`src/rtl/hazard_fwd_ctrl_if.sv`:
```
// hazard_fwd_ctrl_if: bundle between the ID-stage decoder and the hazard/forwarding controller.
// Latency: none, plain wires; the controller registers the select codes itself.
// Backpressure: stall flows back to the decoder, which must keep presenting the same instruction.
interface hazard_fwd_ctrl_if #(
    parameter int REG_ADDR_W = 5,
    parameter int CNT_W      = 32
);
    logic                  id_valid;
    logic                  id_flush;
    logic [REG_ADDR_W-1:0] id_rs;
    logic [REG_ADDR_W-1:0] id_rt;
    logic                  id_use_rs;
    logic                  id_use_rt;
    logic                  id_imm;
    logic                  id_regwrite;
    logic [REG_ADDR_W-1:0] id_dst;
    logic [1:0]            id_wbsel;
    logic                  stall;
    logic [1:0]            fwd_a_sel;
    logic [1:0]            alusrc_sel;
    logic [CNT_W-1:0]      stall_cnt;

    // Decoder side: presents the ID instruction, receives stall and selects.
    modport master (
        output id_valid, id_flush, id_rs, id_rt, id_use_rs, id_use_rt,
               id_imm, id_regwrite, id_dst, id_wbsel,
        input  stall, fwd_a_sel, alusrc_sel, stall_cnt
    );

    // Controller side.
    modport slave (
        input  id_valid, id_flush, id_rs, id_rt, id_use_rs, id_use_rt,
               id_imm, id_regwrite, id_dst, id_wbsel,
        output stall, fwd_a_sel, alusrc_sel, stall_cnt
    );
endinterface

```
`src/rtl/hazard_fwd_ctrl.sv`:
```
// hazard_fwd_ctrl: tracks EX/MEM producers, drives EX operand-select codes and the ID stall; HAZARD_FWD_EN enables forwarding.
// Latency: stall is combinational in ID; select codes are registered and valid during the consumer's EX cycle.
// Backpressure: stall holds PC and IF/ID only; the EX/MEM tracking shifts every cycle and never freezes.
module hazard_fwd_ctrl #(
    parameter int REG_ADDR_W = 5,
    parameter int ZERO_REG   = 0,
    parameter int CNT_W      = 32
) (
    input  logic             clk,
    input  logic             rst,
    hazard_fwd_ctrl_if.slave bus
);
    localparam logic [REG_ADDR_W-1:0] ZERO_ADDR = REG_ADDR_W'(ZERO_REG);
    localparam logic [CNT_W-1:0]      CNT_MAX   = '1;
    localparam logic [1:0]            SEL_REG   = 2'b00;
    localparam logic [1:0]            SEL_IMM   = 2'b01;
`ifdef HAZARD_FWD_EN
    localparam logic [1:0]            SEL_EX    = 2'b10;
    localparam logic [1:0]            SEL_WB    = 2'b11;
    localparam logic [1:0]            WB_DM     = 2'b01;
`endif

    // A stage record only needs "will write a register" (valid & regwrite folded)
    // and the destination. The WB stage is not tracked: the register file is
    // write-before-read, so a producer in WB is already visible to ID.
    typedef struct packed {
        logic                  wr;
        logic [REG_ADDR_W-1:0] dst;
    } rec_t;

    rec_t             ex_rec;
    rec_t             mem_rec;
    rec_t             ex_nxt;
    logic             rs_live;
    logic             rt_live;
    logic             rs_ex;
    logic             rt_ex;
    logic             rs_mem;
    logic             rt_mem;
    logic             issue;
    logic             accept;
    logic             stall_i;
    logic [1:0]       fwd_a_q;
    logic [1:0]       fwd_a_nxt;
    logic [1:0]       alusrc_q;
    logic [1:0]       alusrc_nxt;
    logic [CNT_W-1:0] stall_cnt_q;
`ifdef HAZARD_FWD_EN
    logic             ex_load;
    logic             ex_load_nxt;
`endif

    // Source-versus-producer matches; ZERO_REG is hard-wired and never a hazard.
    always_comb begin
        rs_live = bus.id_use_rs && (bus.id_rs != ZERO_ADDR);
        rt_live = bus.id_use_rt && (bus.id_rt != ZERO_ADDR);
        rs_ex   = rs_live && ex_rec.wr  && (ex_rec.dst  == bus.id_rs);
        rt_ex   = rt_live && ex_rec.wr  && (ex_rec.dst  == bus.id_rt);
        rs_mem  = rs_live && mem_rec.wr && (mem_rec.dst == bus.id_rs);
        rt_mem  = rt_live && mem_rec.wr && (mem_rec.dst == bus.id_rt);
    end

    // Flush always beats a hazard: a squashed instruction never stalls.
    assign issue = bus.id_valid && !bus.id_flush;

`ifdef HAZARD_FWD_EN
    // Only a load sitting in EX cannot be forwarded in time.
    assign stall_i = issue && ex_load && (rs_ex || rt_ex);
`else
    // Without forwarding the consumer waits until its producer reaches WB.
    assign stall_i = issue && (rs_ex || rt_ex || rs_mem || rt_mem);
`endif

    assign accept = issue && !stall_i;

    // Record entering EX and the select codes it will need there; bubbles get 00.
    always_comb begin
        ex_nxt     = '0;
        fwd_a_nxt  = SEL_REG;
        alusrc_nxt = SEL_REG;
`ifdef HAZARD_FWD_EN
        ex_load_nxt = 1'b0;
`endif
        if (accept) begin
            ex_nxt.wr  = bus.id_regwrite;
            ex_nxt.dst = bus.id_dst;
`ifdef HAZARD_FWD_EN
            ex_load_nxt = (bus.id_wbsel == WB_DM);
            // The youngest producer wins: EX before MEM.
            if (rs_ex) begin
                fwd_a_nxt = SEL_EX;
            end else if (rs_mem) begin
                fwd_a_nxt = SEL_WB;
            end
            // An immediate operand replaces rt entirely, so no forward on it.
            if (bus.id_imm) begin
                alusrc_nxt = SEL_IMM;
            end else if (rt_ex) begin
                alusrc_nxt = SEL_EX;
            end else if (rt_mem) begin
                alusrc_nxt = SEL_WB;
            end
`else
            if (bus.id_imm) begin
                alusrc_nxt = SEL_IMM;
            end
`endif
        end
    end

    // Pipeline shift, registered selects and saturating stall counter.
    always_ff @(posedge clk) begin
        if (rst) begin
            ex_rec      <= '0;
            mem_rec     <= '0;
            fwd_a_q     <= SEL_REG;
            alusrc_q    <= SEL_REG;
            stall_cnt_q <= '0;
`ifdef HAZARD_FWD_EN
            ex_load     <= 1'b0;
`endif
        end else begin
            ex_rec   <= ex_nxt;
            mem_rec  <= ex_rec;
            fwd_a_q  <= fwd_a_nxt;
            alusrc_q <= alusrc_nxt;
            if (stall_i && (stall_cnt_q != CNT_MAX)) begin
                stall_cnt_q <= stall_cnt_q + 1'b1;
            end
`ifdef HAZARD_FWD_EN
            ex_load  <= ex_load_nxt;
`endif
        end
    end

    assign bus.stall      = stall_i;
    assign bus.fwd_a_sel  = fwd_a_q;
    assign bus.alusrc_sel = alusrc_q;
    assign bus.stall_cnt  = stall_cnt_q;
endmodule

```
`src/flat_wrapper.sv`:
```
// flat-port wrapper written by rule: the top's interface ports become plain ports
module hazard_fwd_ctrl_flat 
#(
    parameter int REG_ADDR_W = 5,
    parameter int ZERO_REG   = 0,
    parameter int CNT_W      = 32
)
  (clk, rst, bus_id_valid, bus_id_flush, bus_id_rs, bus_id_rt, bus_id_use_rs, bus_id_use_rt, bus_id_imm, bus_id_regwrite, bus_id_dst, bus_id_wbsel, bus_stall, bus_fwd_a_sel, bus_alusrc_sel, bus_stall_cnt);
  hazard_fwd_ctrl_if #(.REG_ADDR_W(REG_ADDR_W), .CNT_W(CNT_W)) bus_i ();
  input  logic clk;
  input  logic rst;
  input wire logic [$bits(bus_i.id_valid)-1:0] bus_id_valid;
  input wire logic [$bits(bus_i.id_flush)-1:0] bus_id_flush;
  input wire logic [$bits(bus_i.id_rs)-1:0] bus_id_rs;
  input wire logic [$bits(bus_i.id_rt)-1:0] bus_id_rt;
  input wire logic [$bits(bus_i.id_use_rs)-1:0] bus_id_use_rs;
  input wire logic [$bits(bus_i.id_use_rt)-1:0] bus_id_use_rt;
  input wire logic [$bits(bus_i.id_imm)-1:0] bus_id_imm;
  input wire logic [$bits(bus_i.id_regwrite)-1:0] bus_id_regwrite;
  input wire logic [$bits(bus_i.id_dst)-1:0] bus_id_dst;
  input wire logic [$bits(bus_i.id_wbsel)-1:0] bus_id_wbsel;
  output wire logic [$bits(bus_i.stall)-1:0] bus_stall;
  output wire logic [$bits(bus_i.fwd_a_sel)-1:0] bus_fwd_a_sel;
  output wire logic [$bits(bus_i.alusrc_sel)-1:0] bus_alusrc_sel;
  output wire logic [$bits(bus_i.stall_cnt)-1:0] bus_stall_cnt;
  assign bus_i.id_valid = bus_id_valid;
  assign bus_i.id_flush = bus_id_flush;
  assign bus_i.id_rs = bus_id_rs;
  assign bus_i.id_rt = bus_id_rt;
  assign bus_i.id_use_rs = bus_id_use_rs;
  assign bus_i.id_use_rt = bus_id_use_rt;
  assign bus_i.id_imm = bus_id_imm;
  assign bus_i.id_regwrite = bus_id_regwrite;
  assign bus_i.id_dst = bus_id_dst;
  assign bus_i.id_wbsel = bus_id_wbsel;
  assign bus_stall = bus_i.stall;
  assign bus_fwd_a_sel = bus_i.fwd_a_sel;
  assign bus_alusrc_sel = bus_i.alusrc_sel;
  assign bus_stall_cnt = bus_i.stall_cnt;
  hazard_fwd_ctrl #(.REG_ADDR_W(REG_ADDR_W), .ZERO_REG(ZERO_REG), .CNT_W(CNT_W)) u_core (.clk(clk), .rst(rst), .bus(bus_i));
endmodule
```
`config.mk`:
```
export PLATFORM = sky130hd
export DESIGN_NAME = hazard_fwd_ctrl_flat
export DESIGN_NICKNAME = d
export VERILOG_FILES = /design/src/rtl/hazard_fwd_ctrl_if.sv /design/src/rtl/hazard_fwd_ctrl.sv /design/src/flat_wrapper.sv
export SDC_FILE = /design/constraint.sdc
export NUM_CORES = 1
export LEC_CHECK = 0
export CORE_MARGIN = 1
export CORE_UTILIZATION = 49
export CTS_CLUSTER_SIZE = 25
export DETAILED_ROUTE_END_ITERATION = 16
export PLACE_DENSITY_LB_ADDON = 0.12
export SYNTH_ARGS = -nofsm -noshare
export SYNTH_HDL_FRONTEND = slang
export SYNTH_SLANG_ARGS = --single-unit
export TNS_END_PERCENT = 100
```
`constraint.sdc`:
```
create_clock -name clk -period 3.1 [get_ports clk]
set_clock_uncertainty 0.05 [all_clocks]
set_input_delay 0.31 -clock clk [delete_from_list [all_inputs] [get_ports clk]]
set_output_delay 0.31 -clock clk [all_outputs]
set_load 0.1 [all_outputs]
```
==> impl_metrics.env, run 1 <==
export IMPL_ys_seq_elements=45
export IMPL_wl_um=5171
export IMPL_core_area_mm2=0.004723
export IMPL_max_vdd_ir_drop_mv=0.2438
export IMPL_slowest_delay_ps=560
export IMPL_io_pins=62
export IMPL_layout_setup_ws_ps=298.4
export IMPL_holdBufCountCts=0
export IMPL_grt_pass1_wl_um=8390
export IMPL_ys_seq_area_share_pct=37.42
export IMPL_root_buffer="clkbuf_8"
export IMPL_die_y_um=72.09
export IMPL_drcViolationCount=0
export IMPL_grt_max_degree=57
export IMPL_syn_inst=292
export IMPL_yosysTopAreaCellShare_pct=37.42
export IMPL_avgSynthCellArea_um2=8.244
export IMPL_critical_path_class="in2out"
export IMPL_p_per_area_mw_per_mm2=366.7
export IMPL_synth_top_area_cell="dfxtp_1"
export IMPL_final_cell_area_mm2=0.003065
export IMPL_rsz0062_at_grt="no"
export IMPL_seq_area_um2=900.9
export IMPL_port_buffers=56
export IMPL_path_cells="clkdlybuf4s50_1 -> or4_1 -> o21ai_1 -> or4_1 -> a21boi_1 -> o21ai_2 -> buf_12 -> inv_1 -> buf_12"
export IMPL_dieArea_mm2=0.005197
export IMPL_crit_family="buffers and inverters"
export IMPL_place_hpwl_um=3831
export IMPL_slew_violations=0
export IMPL_wl_per_cell_um=12.55
export IMPL_placed_area_mm2=0.002949
export IMPL_grt_overflow=0
export IMPL_leakage_nw=1.118
export IMPL_synth_top_cells_by_area="dfxtp_1 (37%), mux2_2 (6.5%), nor2_1 (5.1%)"
export IMPL_whs_path_depth=1
export IMPL_vias=2223
export IMPL_path_clk_slew_ps=80
export IMPL_cts_resized=0
export IMPL_vias_per_cell=5.396
export IMPL_dp_slack_ps=51.78
export IMPL_hold_violations=0
export IMPL_nFillCells=414
export IMPL_postCtsSetupBuffers=0
export IMPL_cp_max_fo=50
export IMPL_firstDrtPassIters=4
export IMPL_layout_min_cycle_time_ps=2802
export IMPL_worstSetupEndpointType="output port"
export IMPL_critPathLaunchType="primary input"
export IMPL_track_usage_pct=20.14
export IMPL_cts_tree="done"
export IMPL_postRouteAntennaNets=0
export IMPL_p_total_mw=1.124
export IMPL_cts_inserted_buffers=5
export IMPL_nets=370
export IMPL_clock_sinks=45
export IMPL_rows=25
export IMPL_final_common_cell="dfxtp_1"
export IMPL_die_w_um=72.09
export IMPL_rr_worst_depth=7
export IMPL_worst_ep_arrival_time_ps=2440
export IMPL_syn2layout_area_growth_pct=27.34
export IMPL_synth_warnings=0
export IMPL_timing_final_crit_share_pct=90.37
export IMPL_most_common_layout_cells="dfxtp_1 (45), nor2_1 (33), buf_4 (31)"
export IMPL_fmax_mhz=356.9
export IMPL_synth_cell_area_mm2=0.002407
export IMPL_routabilityCongestion=0.8348
export IMPL_cp_depth=9
export IMPL_drive_above_1_share_pct=17.68
export IMPL_worstPathRequired_ps=2740
export IMPL_htreeDepth=2
export IMPL_drv_cap=0
export IMPL_antennaDiodeCount=0
export IMPL_start_util_pct=50.97
export IMPL_setup_viol=0
export IMPL_maxSlewHeadroom_pct=35.22
export IMPL_multi_input_area_mm2=0.001378
export IMPL_synth_distinct_cells=38
export IMPL_antenna_found_initial=0
export IMPL_cp_slowest_cell="or4_1"
export IMPL_worstMarginPinSlew_ps=968.6
export IMPL_drtIter0Drc=136
export IMPL_status="finished, final reports clean"
export IMPL_critPathBufInv=4
export IMPL_grt_pass1_vias=1847
export IMPL_clock_latency_ps=290
export IMPL_tns_ps=0
export IMPL_min_path_type="reg2reg"
export IMPL_cts_max_path_buffers=2
## report_power, final
| group | total (mW) | leakage, nW | internal, mW | switching, mW |
|---|---|---|---|---|
| logic | 0.0907 | 0.696 | 0.0417 | 0.0490 |
| clock network | 0.449 | 0.0585 | 0.263 | 0.186 |
| registers | 0.584 | 0.363 | 0.581 | 0.00326 |
| total | 1.12 | 1.12 | 0.886 | 0.239 |
## layout make-up
| class | count | area share, % |
|---|---|---|
| Tap cell | 67 | 2.735 |
| Inverter | 13 | 1.592 |
| Clock inverter | 1 | 0.9796 |
| Timing Repair Buffer | 60 | 17.55 |
| Clock buffer | 7 | 2.816 |
| Multi-Input combinational cell | 219 | 44.94 |
| Sequential cell | 45 | 29.39 |
## synth_stat cells
library cell	number
a21boi_1	1
a21boi_2	1
a21oi_1	14
and3_1	4
buf_2	4
buf_4	3
buf_6	1
clkbuf_1	9
conb_1	1
dfxtp_1	45
ha_1	1
inv_1	13
mux2_2	14
mux2i_1	1
nand2_1	11
nand2b_1	3
nand3_1	15
nand3b_1	1
nand4_1	15
nor2_1	33
nor2b_1	19
nor3_1	6
nor3_2	1
nor4_1	11
nor4_2	1
o21ai_0	10
o21ai_1	2
o21ai_2	1
o21ba_2	1
o21bai_1	1
o31a_1	1
o31ai_1	3
o41ai_1	2
or3_1	11
or4_1	11
or4b_2	1
xnor2_1	12
xor2_1	8
## final timing paths
kind                                         startpoint                                    end  slack, ps
hold / removal              u_core.ex_rec[5]$_SDFF_PP0_           u_core.mem_rec[5]$_SDFF_PP0_        420
setup / recovery                           bus_id_rt[0]                              bus_stall        300
hold reg to reg             u_core.ex_rec[5]$_SDFF_PP0_           u_core.mem_rec[5]$_SDFF_PP0_        420
setup reg to reg  u_core.bus.stall_cnt[14]$_SDFFE_PP0P_  u_core.bus.stall_cnt[13]$_SDFFE_PP0P_        410
## metrics by stage
step | hold slack [ps] | utilization (%) | cells
2_1_floorplan | 372.2 | - | 294
3_3_place_gp | 391.1 | 62.44 | 404
3_5_place_dp | 409.9 | 62.44 | 404
4_1_cts | 424.1 | 64.90 | 412
5_1_grt | 445.9 | 64.90 | 412
6_report | 423.3 | 64.90 | 412
## logic make-up (layout without fill, tap and decap cells)
logic type                 count (synthesis)  after routing  share of synthesized area [%]
DFF                                       45             45                          37.42
other                                      1              3                         0.1558
and+or+nand+nor                          143            143                          32.69
adders and majority gates                  1              1                         0.5197
AOI/OAI and AO/OA                         37             37                          9.304
xor gates and xnor gates                  20             20                          7.277
muxes                                     15             15                          6.965
buffers and inverters                     30             81                          5.665
## per-layer routing
metal / global-route usage, % / part of all wire, % / vias to the layer above
met5: 0 / 0 / -
met2: 32.40 / 46 / 59
li1: - / - / 1130
met3: 2.500 / 5.0 / 5
met1: 28.35 / 48 / 1029
met4: 5.882 / 0.85 / 0
## flip-flops by register name (all words and copies together), names as in the netlist
signal / cells
u_core.bus.stall_cnt: 32
u_core.ex_rec: 6
u_core.mem_rec: 6
u_core.bus.alusrc_sel: 1
No activity file was read; power rests on OpenSTA's default activity.
==> run 2: changes to the inputs <==
--- a/config.mk
+++ b/config.mk
@@ -5,6 +5,7 @@
 export SDC_FILE = /design/constraint.sdc
 export NUM_CORES = 1
 export LEC_CHECK = 0
+export CAP_MARGIN = 30
 export CORE_MARGIN = 1
 export CORE_UTILIZATION = 49
 export CTS_CLUSTER_SIZE = 25
==> results of run 2 <==
Same layout as run 1: the final DEF is identical, and so are final timing and power.
